<file path="src/rtl/aurora_ctrl_pkg.sv">
// Shared types, default parameters and helpers for the Aurora link bring-up sequencer.
package aurora_ctrl_pkg;

   typedef enum logic [2:0] {
      ST_OFF  = 3'd0,
      ST_PB   = 3'd1,
      ST_PMA  = 3'd2,
      ST_TAIL = 3'd3,
      ST_WAIT = 3'd4,
      ST_UP   = 3'd5,
      ST_FAIL = 3'd6
   } state_e;

   typedef struct packed {
      logic reset_pb;
      logic pma_init;
      logic link_ok;
      logic link_fail;
   } ctrl_out_t;

   localparam int DEF_LANES      = 4;
   localparam int DEF_PB_LEAD    = 128;
   localparam int DEF_PMA_HOLD   = 1024;
   localparam int DEF_PB_TAIL    = 128;
   localparam int DEF_UP_TIMEOUT = 65536;
   localparam int DEF_DEBOUNCE   = 16;
   localparam int DEF_MAX_RETRY  = 7;
   localparam int DEF_CNT_W      = 16;

   function automatic logic [31:0] sat_inc(input logic [31:0] value, input logic [31:0] max_value);
      return (value >= max_value) ? max_value : value + 32'd1;
   endfunction

   // Cycle counter width: enough bits to hold (largest cycle parameter - 1), never below 1.
   function automatic int cnt_bits(input int a, input int b, input int c, input int d, input int e);
      int m;
      m = a;
      if (b > m) m = b;
      if (c > m) m = c;
      if (d > m) m = d;
      if (e > m) m = e;
      return (m <= 1) ? 1 : $clog2(m);
   endfunction

   function automatic ctrl_out_t decode_outputs(input state_e s);
      ctrl_out_t o;
      o.reset_pb  = (s != ST_WAIT) && (s != ST_UP);
      o.pma_init  = (s == ST_PMA);
      o.link_ok   = (s == ST_UP);
      o.link_fail = (s == ST_FAIL);
      return o;
   endfunction

endpackage

</file>
<file path="src/rtl/aurora_ctrl_sat_cnt.sv">
// Event counter that sticks at all-ones instead of wrapping.
module aurora_ctrl_sat_cnt
   import aurora_ctrl_pkg::*;
#(
   parameter int W = 16
) (
   input  logic         clk,
   input  logic         rst_n,
   input  logic         inc,
   output logic [W-1:0] count
);

   // Wraps to all-ones for W=32, which is exactly the saturation value.
   localparam logic [31:0] MAX_VALUE = (32'd1 << W) - 32'd1;

   logic [W-1:0] count_reg;
   logic [W-1:0] count_next;

   always_comb begin
      count_next = count_reg;
      if (inc) begin
         count_next = W'(sat_inc(32'(count_reg), MAX_VALUE));
      end
   end

   always_ff @(posedge clk or negedge rst_n) begin
      if (!rst_n) begin
         count_reg <= '0;
      end else begin
         count_reg <= count_next;
      end
   end

   assign count = count_reg;

   if (W < 1 || W > 32) begin : g_bad_width
      $error("aurora_ctrl_sat_cnt: W must be in 1..32");
   end

endmodule

</file>
<file path="src/rtl/aurora_link_ctrl.sv">
// Aurora 64b/66b bring-up/recovery sequencer: orders reset_pb/pma_init, waits for
// channel_up, retries on timeout and restarts on drops or hard errors.
module aurora_link_ctrl
   import aurora_ctrl_pkg::*;
#(
   parameter int LANES      = DEF_LANES,
   parameter int PB_LEAD    = DEF_PB_LEAD,
   parameter int PMA_HOLD   = DEF_PMA_HOLD,
   parameter int PB_TAIL    = DEF_PB_TAIL,
   parameter int UP_TIMEOUT = DEF_UP_TIMEOUT,
   parameter int DEBOUNCE   = DEF_DEBOUNCE,
   parameter int MAX_RETRY  = DEF_MAX_RETRY,
   parameter int CNT_W      = DEF_CNT_W
) (
   input  logic             clk,
   input  logic             rst_n,
   input  logic             en,
   input  logic             restart,
   input  logic             channel_up,
   input  logic [LANES-1:0] lane_up,
   input  logic             hard_err,
   output logic             reset_pb,
   output logic             pma_init,
   output logic             link_ok,
   output logic             link_fail,
   output logic [2:0]       state,
   output logic [2:0]       retry_cnt,
   output logic [CNT_W-1:0] drop_cnt,
   output logic [CNT_W-1:0] timeout_cnt
);

   localparam int CNT_BITS = cnt_bits(PB_LEAD, PMA_HOLD, PB_TAIL, UP_TIMEOUT, DEBOUNCE);

   localparam logic [CNT_BITS-1:0] PB_LAST   = CNT_BITS'(PB_LEAD - 1);
   localparam logic [CNT_BITS-1:0] PMA_LAST  = CNT_BITS'(PMA_HOLD - 1);
   localparam logic [CNT_BITS-1:0] TAIL_LAST = CNT_BITS'(PB_TAIL - 1);
   localparam logic [CNT_BITS-1:0] TO_LAST   = CNT_BITS'(UP_TIMEOUT - 1);
   localparam logic [CNT_BITS-1:0] DEB_LAST  = CNT_BITS'(DEBOUNCE - 1);
   localparam logic [31:0]         CNT_MAX   = (32'd1 << CNT_BITS) - 32'd1;
   localparam logic [2:0]          RETRY_MAX = 3'(MAX_RETRY);

   state_e              state_reg;
   state_e              state_next;
   logic [CNT_BITS-1:0] cnt_reg;
   logic [CNT_BITS-1:0] cnt_next;
   logic [2:0]          retry_reg;
   logic [2:0]          retry_next;
   ctrl_out_t           out_reg;
   logic                drop_inc;
   logic                timeout_inc;

   always_comb begin
      state_next  = state_reg;
      // Saturating so the long-dwell states (OFF, FAIL) can never wrap it.
      cnt_next    = CNT_BITS'(sat_inc(32'(cnt_reg), CNT_MAX));
      retry_next  = retry_reg;
      drop_inc    = 1'b0;
      timeout_inc = 1'b0;

      if (!en) begin
         if (state_reg != ST_OFF) begin
            state_next = ST_OFF;
            cnt_next   = '0;
         end
      end else if (restart) begin
         state_next = ST_PB;
         cnt_next   = '0;
         retry_next = '0;
      end else begin
         case (state_reg)
            ST_OFF: begin
               state_next = ST_PB;
               cnt_next   = '0;
               retry_next = '0;
            end
            ST_PB: begin
               if (cnt_reg == PB_LAST) begin
                  state_next = ST_PMA;
                  cnt_next   = '0;
               end
            end
            ST_PMA: begin
               if (cnt_reg == PMA_LAST) begin
                  state_next = ST_TAIL;
                  cnt_next   = '0;
               end
            end
            ST_TAIL: begin
               if (cnt_reg == TAIL_LAST) begin
                  state_next = ST_WAIT;
                  cnt_next   = '0;
               end
            end
            ST_WAIT: begin
               // A link that comes up on the last allowed cycle still counts as up.
               if (channel_up && (&lane_up)) begin
                  state_next = ST_UP;
                  cnt_next   = '0;
                  retry_next = '0;
               end else if (cnt_reg == TO_LAST) begin
                  timeout_inc = 1'b1;
                  retry_next  = retry_reg + 3'd1;
                  cnt_next    = '0;
                  state_next  = (retry_next == RETRY_MAX) ? ST_FAIL : ST_PB;
               end
            end
            ST_UP: begin
               if (hard_err) begin
                  state_next = ST_PB;
                  cnt_next   = '0;
                  drop_inc   = 1'b1;
               end else if (channel_up) begin
                  cnt_next = '0;
               end else if (cnt_reg == DEB_LAST) begin
                  state_next = ST_PB;
                  cnt_next   = '0;
                  drop_inc   = 1'b1;
               end
            end
            ST_FAIL: begin
               state_next = ST_FAIL;
            end
            default: begin
               state_next = ST_PB;
               cnt_next   = '0;
            end
         endcase
      end
   end

   always_ff @(posedge clk or negedge rst_n) begin
      if (!rst_n) begin
         state_reg <= ST_PB;
         cnt_reg   <= '0;
         retry_reg <= '0;
         out_reg   <= decode_outputs(ST_PB);
      end else begin
         state_reg <= state_next;
         cnt_reg   <= cnt_next;
         retry_reg <= retry_next;
         out_reg   <= decode_outputs(state_next);
      end
   end

   logic [1:0]       ev_inc;
   logic [CNT_W-1:0] ev_count [2];

   assign ev_inc = {timeout_inc, drop_inc};

   genvar gi;
   for (gi = 0; gi < 2; gi++) begin : g_ev
      aurora_ctrl_sat_cnt #(
         .W (CNT_W)
      ) u_cnt (
         .clk   (clk),
         .rst_n (rst_n),
         .inc   (ev_inc[gi]),
         .count (ev_count[gi])
      );
   end

   assign drop_cnt    = ev_count[0];
   assign timeout_cnt = ev_count[1];
   assign reset_pb    = out_reg.reset_pb;
   assign pma_init    = out_reg.pma_init;
   assign link_ok     = out_reg.link_ok;
   assign link_fail   = out_reg.link_fail;
   assign state       = state_reg;
   assign retry_cnt   = retry_reg;

   if (PB_LEAD < 1 || PMA_HOLD < 1 || PB_TAIL < 1 || UP_TIMEOUT < 1 || DEBOUNCE < 1) begin : g_bad_cycles
      $error("aurora_link_ctrl: every cycle parameter must be >= 1");
   end
   if (MAX_RETRY < 1 || MAX_RETRY > 7) begin : g_bad_retry
      $error("aurora_link_ctrl: MAX_RETRY must be in 1..7");
   end
   if (LANES < 1) begin : g_bad_lanes
      $error("aurora_link_ctrl: LANES must be >= 1");
   end

endmodule
</file>
<file path="config.mk">
export PLATFORM = sky130hd
export DESIGN_NAME = aurora_link_ctrl
export DESIGN_NICKNAME = d
export VERILOG_FILES = /design/src/rtl/aurora_ctrl_pkg.sv /design/src/rtl/aurora_ctrl_sat_cnt.sv /design/src/rtl/aurora_link_ctrl.sv
export SDC_FILE = /design/constraint.sdc
export NUM_CORES = 1
export LEC_CHECK = 0
export ABC_AREA = 1
export CAP_MARGIN = 0
export CORE_MARGIN = 2
export CORE_UTILIZATION = 40
export CTS_CLUSTER_SIZE = 16
export DETAILED_ROUTE_END_ITERATION = 8
export REMOVE_ABC_BUFFERS = 1
export SYNTH_ARGS = -nofsm -noshare
export SYNTH_HDL_FRONTEND = slang
export SYNTH_SLANG_ARGS = --single-unit
</file>
<file path="constraint.sdc">
create_clock -name clk -period 2.05 [get_ports clk]
set_input_delay 0.205 -clock clk [delete_from_list [all_inputs] [get_ports clk]]
set_output_delay 0.205 -clock clk [all_outputs]
set_load 0.01 [all_outputs]
</file>
# Word-level counts from Yosys, hierarchy flattened
# Cells that the tools add are included.
# word_totals
ff_bits,58
in_bits,10
output_inout_bits,42
word_cells,83
# classes
n_addsub,4
order_cmp,3
eq_ne,17
n_mux,42
n_reduce_logical,8
# ops
cell,count
2-to-1 mux 16 bit,13
one-hot mux 16 bit (5 select lines),1
adder 16 x 1 -> 16 bit (second input constant),3
>= comparator 16 bit (second input constant),3
2-to-1 mux 3 bit,15
equality test 3 bit (second input constant),6
one-hot mux 3 bit (6 select lines),1
equality test 16 x 10 -> 1 bit (second input constant),1
equality test 16 bit (second input constant),1
equality test 16 x 4 -> 1 bit (second input constant),1
equality test 16 x 7 -> 1 bit (second input constant),1
2-to-1 mux 1 bit,11
equality test 3 x 2 -> 1 bit (second input constant),3
!= test 3 bit (second input constant),2
one-hot mux 3 bit (2 select lines),1
nonzero test 3 bit,2
!= test 4 bit (second input constant),1
AND reduction 4 bit,1
adder 3 x 1 -> 3 bit (second input constant),1
equality test 3 x 1 -> 1 bit (second input constant),1
zero test 3 bit,1
AND reduction 3 bit,1
logical AND 1 bit,2
OR reduction 2 bit,1

# Depth between registers and ports, before layout
# depth
ltp_word,10
depth_mapped,12
ltp_nobuf,12

# By module
# A second synthesis with hierarchy kept.
# hier_totals
hier_cells,473
hier_area_um2,3668.5
# modules_own_cells
mod,instances,cells_each,area_each_um2,seq_area_each_um2
aurora_ctrl_sat_cnt,2,117,930.9,400.4
aurora_link_ctrl,1,239,1806.7,653.1

# Least setup slack after synthesis
# OpenSTA, ideal clock, no wires.
# synth_path
path_kind,flip-flop to flip-flop
from,register cnt_reg[0]
to,register cnt_reg[7]
t_arrival_ns,1.527
setup_slack_ns,0.397
stages_incl_launch_ff,12
synth_period_minus_slack_ns,1.653
path_cell_list,dfrtp_1 ha_1 nand2_2 nor2_8 nand2_4 nor2_8 nand2_2 nand2_2 nand4_2 nand2_4 buf_8 a21oi_2
# synth_between
elab_chain_len,8
# synth_lines
element,line_no,text
from (decl),aurora_link_ctrl.sv:44,logic [CNT_BITS-1:0] cnt_reg;
from (signal assigned),aurora_link_ctrl.sv:139,cnt_reg <= cnt_next;
adder 16 x 1 -> 16 bit or >= comparator 16 bit (tied branches),aurora_ctrl_pkg.sv:31,return (value >= max_value) ? max_value : value + 32'd1;
2-to-1 mux 16 bit,aurora_ctrl_pkg.sv:31,
2-to-1 mux 16 bit,aurora_link_ctrl.sv:114,end else if (cnt_reg == DEB_LAST) begin
2-to-1 mux 16 bit,aurora_link_ctrl.sv:112,end else if (channel_up) begin
2-to-1 mux 16 bit,aurora_link_ctrl.sv:108,if (hard_err) begin
one-hot mux 16 bit (5 select lines),aurora_link_ctrl.sv:70,case (state_reg)
2-to-1 mux 16 bit,aurora_link_ctrl.sv:65,end else if (restart) begin
2-to-1 mux 16 bit *,aurora_link_ctrl.sv:60,if (!en) begin
via cnt_next[7],aurora_link_ctrl.sv:45,logic [CNT_BITS-1:0] cnt_next;
# The timed path passes the listed nets; every way through them passes the cells marked *.
# A chain may end at the register's enable or synchronous reset.

# Worst setup path in the final report
# layout_path
from,register cnt_reg[0]
to,register g_ev[0].u_cnt.count_reg[3]
# layout_between
elab_chain_len,7
# layout_lines
element,line_no,text
equality test 16 x 4 -> 1 bit,aurora_link_ctrl.sv:114,
2-to-1 mux 1 bit,aurora_link_ctrl.sv:114,
2-to-1 mux 1 bit,aurora_link_ctrl.sv:112,
2-to-1 mux 1 bit,aurora_link_ctrl.sv:108,
2-to-1 mux 1 bit,aurora_link_ctrl.sv:70,
2-to-1 mux 1 bit,aurora_link_ctrl.sv:65,
2-to-1 mux 1 bit,aurora_link_ctrl.sv:60,
to (signal assigned),aurora_ctrl_sat_cnt.sv:30,count_reg <= count_next;
to (decl),aurora_ctrl_sat_cnt.sv:16,logic [W-1:0] count_reg;
# Every way passes these cells.

==> implementation parameters <==
Parameter                              Value

Die
  Core Footprint    9200 um^2
  Height of the die    101 um
  Total I/O pin count    52
  Area of the die    10200 um^2
  Die extent in x    101 um
  Starting utilization of the core area    41.1%
  Site row count    35

Setup path
  Critical Path Start Type    register
  Endpoint of the worst-slack reg-to-reg timing path    g_ev[0].u_cnt.count[3]
  Startpoint of the most critical register-to-register path    cnt_reg[0]
  Cell depth of the worst flop-to-flop path    9
  Register-to-register path setup slack    0.18 ns
  Critical path startpoint    cnt_reg[0]
  Classification of the worst setup path    reg2reg
  Type of element capturing the critical path    register
  Crit path DAT    2.13 ns
  Critical path peak fanout    23
  Required arrival time at the worst endpoint    2.31 ns

Timing
  Max Slew Vio Count    0
  RSZ-0062 raised after global routing    false
  Tightest slew margin relative to the limit    70.3%
  Summed negative setup slack over all endpoints    0 ns
  Final setup violation count    0
  Final hold violations    0
  Final Cycle Share    91.3%
  Max frequency    535 MHz
  Slew at the pin with the worst max-slew slack    0.441 ns
  Final Critical Period    1.87 ns
  Worst Clk Skew    0.0139 ns

Cells and area
  Share of post-route cells with drive strength above 1    13.7%
  Number of filler instances in the final layout    914
  Number of flip-flops under the largest register name    32
  Final design area excluding fillers    4610 um^2
  Final Core Density    50.2%
  Syn-to-layout area delta    22.2%
  Total Nets Final    580
  Antenna Diode Count    0
  Non-filler cells, final    679

Detailed routing
  Iteration count of the initial detailed-routing pass    4
  Ratio of routed vias to standard cells    5.03
  DRC violation count after routing    0
  Total vias in the final route    3412
  Count of antenna-violating nets left after detailed routing    0
  Routed wire length per instance    13.0 um
  Total detailed-routing wirelength    8850 um
  Drt first-iter violations    105

Yosys
  Synthesized instance count    502
  Most repeated cell in the gate-level netlist after synthesis    sky130_fd_sc_hd__nand2_1
  Synth area leaders    sky130_fd_sc_hd__dfrtp_1, sky130_fd_sc_hd__nand2_1, sky130_fd_sc_hd__inv_1
  Share of synthesized area occupied by flip-flops and latches    38.5%
  Most frequent cells after synthesis    sky130_fd_sc_hd__nand2_1, sky130_fd_sc_hd__inv_1, sky130_fd_sc_hd__dfrtp_1
  Cell area after synthesis    3780 um^2
  Share of Yosys cell area claimed by the top area cell type    37.1%
  Cell variety after synth    34
  Syn_area_per_cell    7.52 um^2
  Most used DFF post-synth    sky130_fd_sc_hd__dfrtp_1
  Top cell type by total area after synthesis    sky130_fd_sc_hd__dfrtp_1
  Share of synthesized registers carrying an async set or reset    100%
  Synthesis warning total    0
  Count of flip-flops with a built-in enable after synthesis    0
  #FFs+latches synth    58

Power and ir drop
  PnR Total Power    2380 uW
  Leakage power total    0.00222 uW
  PwrDens    516 nW/um^2
  Maximum ir drop on the vdd rail    274 uV

Global routing
  Antenna violations before repair    0
  Global-route wire length before repair    15100 um
  Total GRT Usage    18.5%
  Sum of overflow across all layers after global routing    0
  Vias in the first global route    3229
  Maximum number of pins on one net before global-route repair    43

CTS
  Clk sinks    58
  Bufs on Longest Clock Path    2
  CTS root buf    sky130_fd_sc_hd__clkbuf_8
  Post-CTS setup-driven buffer insertion count    0
  TritonCTS clock tree    done
  Clock transition at the registers of the reported paths    0.07 ns
  Later-pin clock latency in the skew report    0.34 ns
  Cts bufs inserted    9
  CTS H-tree depth    3

Placement
  Placed Instances    664
  Quantity of I/O buffers inserted on ports    51
  Placed cell area    4430 um^2
  Final Wtd Congestion    0.843
  DPL Wire Length    6530 um

Outcome
  Outcome    completed

Hold path
  Worst hold path class    in2async

Job
  Max-cap viol count    0
[kinds of logic (layout without fill, tap and decap cells)]
logic type | Yosys count | after routing | share of synthesized area, %
and+or+nand+nor | 273 | 273 | 36.1
buffers and inverters | 76 | 142 | 8.61
AOI/OAI and AO/OA | 68 | 68 | 10.1
adders and majority gates | 5 | 5 | 1.66
DFF | 58 | 58 | 38.5
xor gates and xnor gates | 22 | 22 | 5.10
[critical path: stages (launching register included)]
cell and delay [ns]:
sky130_fd_sc_hd__dfrtp_1 0.36, sky130_fd_sc_hd__ha_1 0.22, sky130_fd_sc_hd__nand3_2 0.14, sky130_fd_sc_hd__nor2_1 0.18
sky130_fd_sc_hd__nand3b_1 0.12, sky130_fd_sc_hd__nand2_1 0.09, sky130_fd_sc_hd__nand2_2 0.15, sky130_fd_sc_hd__inv_2 0.28
sky130_fd_sc_hd__o21ai_0 0.16, sky130_fd_sc_hd__o21ai_0 0.09
[how the worst max path moves through the flow]
stage,endpoint,slack [ns],cells past startpoint
CTS,g_ev[1].u_cnt.count[5],0.15,9
floorplan,g_ev[1].u_cnt.count[13],0.17,10
global placement,g_ev[1].u_cnt.count[10],0.16,12
finish,g_ev[0].u_cnt.count[3],0.18,9
detailed placement,g_ev[1].u_cnt.count[10],0.14,12
global route,g_ev[0].u_cnt.count[3],0.02,9
[cell type report]
class                           instances  area [um^2]  area share, %
Clock buffer                           10          128           2.77
Clock inverter                          4         45.0          0.976
Inverter                               67          251           5.45
Multi-Input combinational cell        368         2000           43.4
Sequential cell                        58         1450           31.5
Tap cell                              111          139           3.01
Timing Repair Buffer                   61          596           12.9
[through the flow]
stage	hold slack, ns	setup WS [ns]
floorplan	-0.0906	0.173
global placement	0.169	0.156
detailed placement	0.173	0.137
CTS	0.340	0.146
global route	0.360	0.0236
finish	0.334	0.179
[power by group]
group          internal, uW  switching (uW)
sequential             1170            25.8
clock                   542             460
combinational          82.0             106
total                  1790             592
[layout by cell type (no fill, tap or decap), types with 4 or more instances in the layout]
cell	Yosys	layout
sky130_fd_sc_hd__nand4_1	9	9
sky130_fd_sc_hd__clkdlybuf4s50_1	0	50
sky130_fd_sc_hd__inv_1	60	60
sky130_fd_sc_hd__nor2_2	12	11
sky130_fd_sc_hd__dfrtp_1	56	56
sky130_fd_sc_hd__nor2_1	50	50
sky130_fd_sc_hd__nand2_4	4	4
sky130_fd_sc_hd__buf_4	0	8
sky130_fd_sc_hd__nor2_4	5	6
sky130_fd_sc_hd__xor2_1	18	18
sky130_fd_sc_hd__nand2_2	8	8
sky130_fd_sc_hd__a21oi_1	12	12
sky130_fd_sc_hd__ha_1	5	5
sky130_fd_sc_hd__xnor2_1	4	4
sky130_fd_sc_hd__o21ai_1	13	13
sky130_fd_sc_hd__clkbuf_8	0	9
sky130_fd_sc_hd__a21oi_2	10	10
sky130_fd_sc_hd__nor3_1	17	17
sky130_fd_sc_hd__nand3b_1	7	7
sky130_fd_sc_hd__nand2_1	107	107
sky130_fd_sc_hd__inv_2	5	5
sky130_fd_sc_hd__o21ai_0	32	32
sky130_fd_sc_hd__nand3_1	42	42
[per-layer routing]
| metal | wire length (um) | part of all wire (%) | global-route usage (%) | vias to the layer above |
|---|---|---|---|---|
| li1 | - | - | - | 1753 |
| met1 | 4380 | 50 | 25.9 | 1594 |
| met2 | 4060 | 46 | 28.3 | 59 |
| met3 | 334 | 3.8 | 4.28 | 6 |
| met4 | 70 | 0.79 | 5.93 | 0 |
| met5 | 0 | 0 | 0 | - |
[repair_timing]
action / 4_1_cts / 5_1_grt
hold buffers: 1 / 0
hold endpoints to repair: 14 / 0
gates resized for setup: 0 / 1
endpoints found under the setup margin: 0 / 3
Note: power is estimated with default switching activity, not from simulation.
